File: src/rtl/fill_seal_line_sequencer.sv
// Batch sequencer for the fill/seal packaging line: runs BATCH_SIZE units through
// fill, transfer, quality wait and seal, rejecting units not confirmed in time.
module fill_seal_line_sequencer #(
  parameter int unsigned FILL_CYCLES = 8,
  parameter int unsigned SEAL_CYCLES = 4,
  parameter int unsigned OK_TIMEOUT  = 16,
  parameter int unsigned BATCH_SIZE  = 3
) (
  input  logic       clk,
  input  logic       rst_n,
  input  logic       start,
  input  logic       product_ok,
  input  logic       abort,
  output logic       fill_en,
  output logic       seal_en,
  output logic       reject,
  output logic       done,
  output logic       busy,
  output logic [2:0] state,
  output logic [7:0] good_count,
  output logic [7:0] reject_count
);

  typedef enum logic [2:0] {
    S_IDLE    = 3'd0,
    S_FILL    = 3'd1,
    S_XFER    = 3'd2,
    S_WAIT_OK = 3'd3,
    S_SEAL    = 3'd4,
    S_REJECT  = 3'd5,
    S_DONE    = 3'd6
  } state_e;

  localparam logic [7:0] FILL_LOAD = 8'(FILL_CYCLES - 1);
  localparam logic [7:0] SEAL_LOAD = 8'(SEAL_CYCLES - 1);
  localparam logic [7:0] OK_LOAD   = 8'(OK_TIMEOUT - 1);
  localparam logic [7:0] BATCH_N   = 8'(BATCH_SIZE);

  state_e     state_q, state_d;
  logic [7:0] timer_q, timer_d;
  logic [7:0] unit_q, unit_d;
  logic [7:0] good_q, good_d;
  logic [7:0] rej_q, rej_d;
  logic [7:0] unit_inc;
  logic       fill_q, seal_q, reject_q, done_q, busy_q;

  assign unit_inc = unit_q + 8'd1;

  always_comb begin
    // NOTE: every signal gets a hold default before the case so no path leaves it unassigned (no latch).
    state_d = state_q;
    timer_d = timer_q;
    unit_d  = unit_q;
    good_d  = good_q;
    rej_d   = rej_q;
    if (abort && (state_q != S_IDLE)) begin
      state_d = S_IDLE;
    end else begin
      case (state_q)
        S_IDLE: begin
          if (start && !abort) begin
            state_d = S_FILL;
            timer_d = FILL_LOAD;
            unit_d  = 8'd0;
            good_d  = 8'd0;
            rej_d   = 8'd0;
          end
        end
        S_FILL: begin
          if (timer_q == 8'd0) state_d = S_XFER;
          else                 timer_d = timer_q - 8'd1;
        end
        S_XFER: begin
          state_d = S_WAIT_OK;
          timer_d = OK_LOAD;
        end
        S_WAIT_OK: begin
          // Confirmation wins over the timeout, so a late product_ok still seals.
          if (product_ok) begin
            state_d = S_SEAL;
            timer_d = SEAL_LOAD;
          end else if (timer_q == 8'd0) begin
            state_d = S_REJECT;
          end else begin
            timer_d = timer_q - 8'd1;
          end
        end
        S_SEAL: begin
          if (timer_q == 8'd0) begin
            good_d = good_q + 8'd1;
            unit_d = unit_inc;
            if (unit_inc == BATCH_N) begin
              state_d = S_DONE;
            end else begin
              state_d = S_FILL;
              timer_d = FILL_LOAD;
            end
          end else begin
            timer_d = timer_q - 8'd1;
          end
        end
        S_REJECT: begin
          if (rej_q != 8'hFF) rej_d = rej_q + 8'd1;
          unit_d = unit_inc;
          if (unit_inc == BATCH_N) begin
            state_d = S_DONE;
          end else begin
            state_d = S_FILL;
            timer_d = FILL_LOAD;
          end
        end
        S_DONE:  state_d = S_IDLE;
        default: state_d = S_IDLE;
      endcase
    end
  end

  // Outputs are decoded from the next state and registered, so they align with state_q.
  always_ff @(posedge clk or negedge rst_n) begin
    if (!rst_n) begin
      state_q  <= S_IDLE;
      timer_q  <= 8'd0;
      unit_q   <= 8'd0;
      good_q   <= 8'd0;
      rej_q    <= 8'd0;
      fill_q   <= 1'b0;
      seal_q   <= 1'b0;
      reject_q <= 1'b0;
      done_q   <= 1'b0;
      busy_q   <= 1'b0;
    end else begin
      // NOTE: non-blocking assignments so every register samples pre-edge values.
      state_q  <= state_d;
      timer_q  <= timer_d;
      unit_q   <= unit_d;
      good_q   <= good_d;
      rej_q    <= rej_d;
      fill_q   <= (state_d == S_FILL);
      seal_q   <= (state_d == S_SEAL);
      reject_q <= (state_d == S_REJECT);
      done_q   <= (state_d == S_DONE);
      busy_q   <= (state_d != S_IDLE);
    end
  end

  assign state        = state_q;
  assign fill_en      = fill_q;
  assign seal_en      = seal_q;
  assign reject       = reject_q;
  assign done         = done_q;
  assign busy         = busy_q;
  assign good_count   = good_q;
  assign reject_count = rej_q;

endmodule

File: config.mk
export PLATFORM = sky130hd
export DESIGN_NAME = fill_seal_line_sequencer
export DESIGN_NICKNAME = d
export VERILOG_FILES = /design/src/rtl/fill_seal_line_sequencer.sv
export SDC_FILE = /design/constraint.sdc
export NUM_CORES = 1
export LEC_CHECK = 0
export CORE_MARGIN = 1.5
export CORE_UTILIZATION = 49
export CTS_CLUSTER_DIAMETER = 100
export DETAILED_ROUTE_END_ITERATION = 12
export GPL_TIMING_DRIVEN = 0
export PLACE_DENSITY = 0.71
export SLEW_MARGIN = 20
export SYNTH_ARGS = -nofsm -noshare
export SYNTH_HDL_FRONTEND = slang
export SYNTH_SLANG_ARGS = --single-unit
File: constraint.sdc
create_clock -name clk -period 3.1 [get_ports clk]
set_clock_uncertainty 0.1 [all_clocks]
set_input_delay 0.31 -clock clk [delete_from_list [all_inputs] [get_ports clk]]
set_output_delay 0.31 -clock clk [all_outputs]
set_load 0.005 [all_outputs]
==> key figures <==
Floorplanning
  • Die ar.: between 0.005 and 0.006 mm^2
  • Effective utilization at floorplan: between 50 and 60%
  • Boundary Pins: 29
  • Die Width: 76.0 um
  • Row count: 26
  • Core area: 0.00511 mm^2
  • Die height: 76.0 um

Setup path
  • Slowest stage delay, CP: 0.46 ns
  • Worst Path Class, Setup: reg2reg
  • Worst-path cell chain: inv_1 -> ha_1 -> nor4b_4 -> a21o_1 -> a22oi_2 -> a311oi_4 -> a211oi_4 -> o31ai_1 -> o21ai_1
  • Crit start category: register
  • Required time worst endpoint: 3.17 ns
  • CP max FO: 7
  • CP max-delay cell: dfrtp_1
  • Crit. End Element: register
  • Arr. time, crit path: 2.71 ns

Placed design
  • Pre-CTS setup slack: 0.405 ns
  • Post-DP HPWL: 4.24 mm
  • Count of input and output buffers: 27
  • GP Congestion: 0.875

Status
  • Outcome: finished, final reports clean

Clocking
  • CTS tree: yes
  • CTS root buf: clkbuf_8
  • Clock H-tree levels: 2
  • Clock Tree Buf Depth: 2
  • CTS Hold Bufs: 1
  • Clk sinks: 40
  • Clock transition at the registers of the reported paths: 0.07 ns
  • # resized after CTS: 0
  • # Post-CTS Setup Buffers: 0
  • Cts bufs inserted: 5
  • Worst-Skew Late Latency: ~0.3 ns

Pwr
  • Worst VDD drop: 0.000375 V
  • LEAKAGE: 1.33 nW
  • Total power: 2.23 mW
  • PwrDens: 712 mW/mm^2

Global routing
  • Residual overflow from global routing: 0
  • First-pass GRT wire length: a little over 10 mm
  • Number of global-route vias before repair: around 2200
  • Initial antenna violation count: 0
  • Total global-route track usage: 21.4%
  • Largest net degree at the start of global routing: 23

STA
  • Setup TNS: 0 ns
  • Endpoints failing hold: 0
  • Max Transition Viols Final: 0
  • Max-slew headroom: 58.5%
  • RSZ-0062 raised after global routing: false
  • Final worst-path cycle share: 85.1%
  • Max frequency: 379 MHz
  • Setup ws final: 0.461 ns
  • Fin Hold WS: 0.281 ns
  • # setup viols final: 0
  • Tightest Pin Transition: ~0.62 ns
  • Final Critical Period: approximately 2.6 ns

Yosys
  • Yosys reg bits: 40
  • Avg Cell Area, Syn: ~9.0 um^2
  • Post-synth ARST share: 100%
  • EDFF count, synth: 0
  • Prevailing post-synth register cell: dfrtp_1
  • Gate Count Post-Synth: 291
  • Syn Std Cell Area: around 0.0026 mm^2
  • Seq/Total Area, Yosys: 38.4%
  • Synth warn: 0
  • Unique masters post-synth: 64
  • Synth Net Count: 302

Drt
  • Antenna viol nets, final: 0
  • Metal3 WL: 263 um
  • M1 WL: 2.60 mm
  • Vias per cell: around 5.8
  • Wirelength, routed: 5.70 mm
  • DRT Pass-1 Iters: 4
  • DR iter-0 viols: 118
  • Avg WL per Cell: roughly 14 um
  • Routed wl met2: about 2.7 mm
  • Vias: 2307
  • Top sig layer: met4
  • DRC: 0

Final layout
  • Most common cell after layout, fill and taps aside: dfrtp_1
  • Nets: 338
  • Ant. Diodes: 0
  • Most frequent cells in the layout: dfrtp_1, nor2_1, nand2_1
  • Number of fill cells: 479
  • Area growth syn-to-layout: 19.8%
  • Fraction of layout cells with a size suffix above 1: 11.6%

Worst hold path
  • HP Class: in2reg

Run
  • Max_cap viols: 0
[cells by family (layout without fill, tap and decap cells)]
family / after synthesis / after routing / share of synthesized area (%)
AOI/OAI and AO/OA: 77 / 77 / 21.0
xor gates and xnor gates: 16 / 16 / 5.37
adders and majority gates: 6 / 6 / 2.88
buffers and inverters: 26 / 63 / 5.56
DFF: 40 / 40 / 38.4
muxes: 3 / 3 / 1.20
and+or+nand+nor: 123 / 123 / 25.6
[metrics by stage]
stage	area [um^2]	util [%]	instances
2_1_floorplan	2610	-	291
3_3_place_gp	2970	58.1	388
3_5_place_dp	2990	58.5	389
4_1_cts	3130	61.2	398
5_1_grt	3130	61.2	398
6_report	3130	61.2	398
[final timing paths]
path                          startpoint         endpoint  slack (ns)  cells past startpoint
max                           timer_q[0]       timer_q[0]        0.46                      9
min                                abort    good_count[0]        0.28                      3
max reg2reg                   timer_q[0]       timer_q[0]        0.46                      9
min reg2reg                good_count[0]    good_count[0]        0.43                      1
max in group asynchronous          rst_n       timer_q[4]        2.04                      3
min in group asynchronous          rst_n  reject_count[2]        0.38                      2
[synth_stat cells, types with 6 or more instances]
| cell type | instances | area [um^2] |
|---|---|---|
| o21ai_0 | 16 | 80.1 |
| nand2_1 | 29 | 109 |
| a21o_1 | 6 | 45.0 |
| xor2_1 | 9 | 78.8 |
| xnor2_1 | 7 | 61.3 |
| nor2_1 | 31 | 116 |
| nand3_1 | 12 | 60.1 |
| buf_2 | 6 | 30.0 |
| a21oi_1 | 15 | 75.1 |
| nor3_1 | 10 | 50.1 |
| ha_1 | 6 | 75.1 |
| inv_1 | 7 | 26.3 |
| dfrtp_1 | 40 | 1000 |
[power by group]
part / total (mW) / internal (mW) / switching [mW]
registers: 0.697 / 0.609 / 0.0879
clock network: 0.469 / 0.284 / 0.185
logic: 1.06 / 0.439 / 0.622
[registers in the layout, indices dropped and copies added (netlist names)]
register / flops
good_count: 8
unit_q: 8
state: 3
fill_en: 1
reject_count: 8
busy: 1
seal_en: 1
timer_q: 8
reject: 1
done: 1
[worst max-delay path: cells and delay by family, from the launching register on]
family,cells,cell delay [ns]
buffers and inverters,1,0.13
and+or+nand+nor,1,0.38
adders and majority gates,1,0.19
DFF,1,0.46
AOI/OAI and AO/OA,6,1.24
[final cells by class]
type | instances | area (um^2) | area share, %
plain buffers | 18 | 113 | 3.60
repair buffers | 29 | 303 | 9.69
clock buffers | 7 | 96.3 | 3.08
flip-flops and latches | 40 | 1000 | 32.0
inverters | 8 | 32.5 | 1.04
multi-input cells | 225 | 1460 | 46.8
well taps | 70 | 87.6 | 2.80
clock inverters | 1 | 30.0 | 0.961
[layer usage]
layer  global-route usage (%)  vias to the layer above
li1                         -                     1124
met1                     29.4                     1112
met2                     34.5                       60
met3                     3.13                       11
met4                     7.78                        0
met5                        0                        -
No activity file was read; power rests on OpenSTA's default activity.
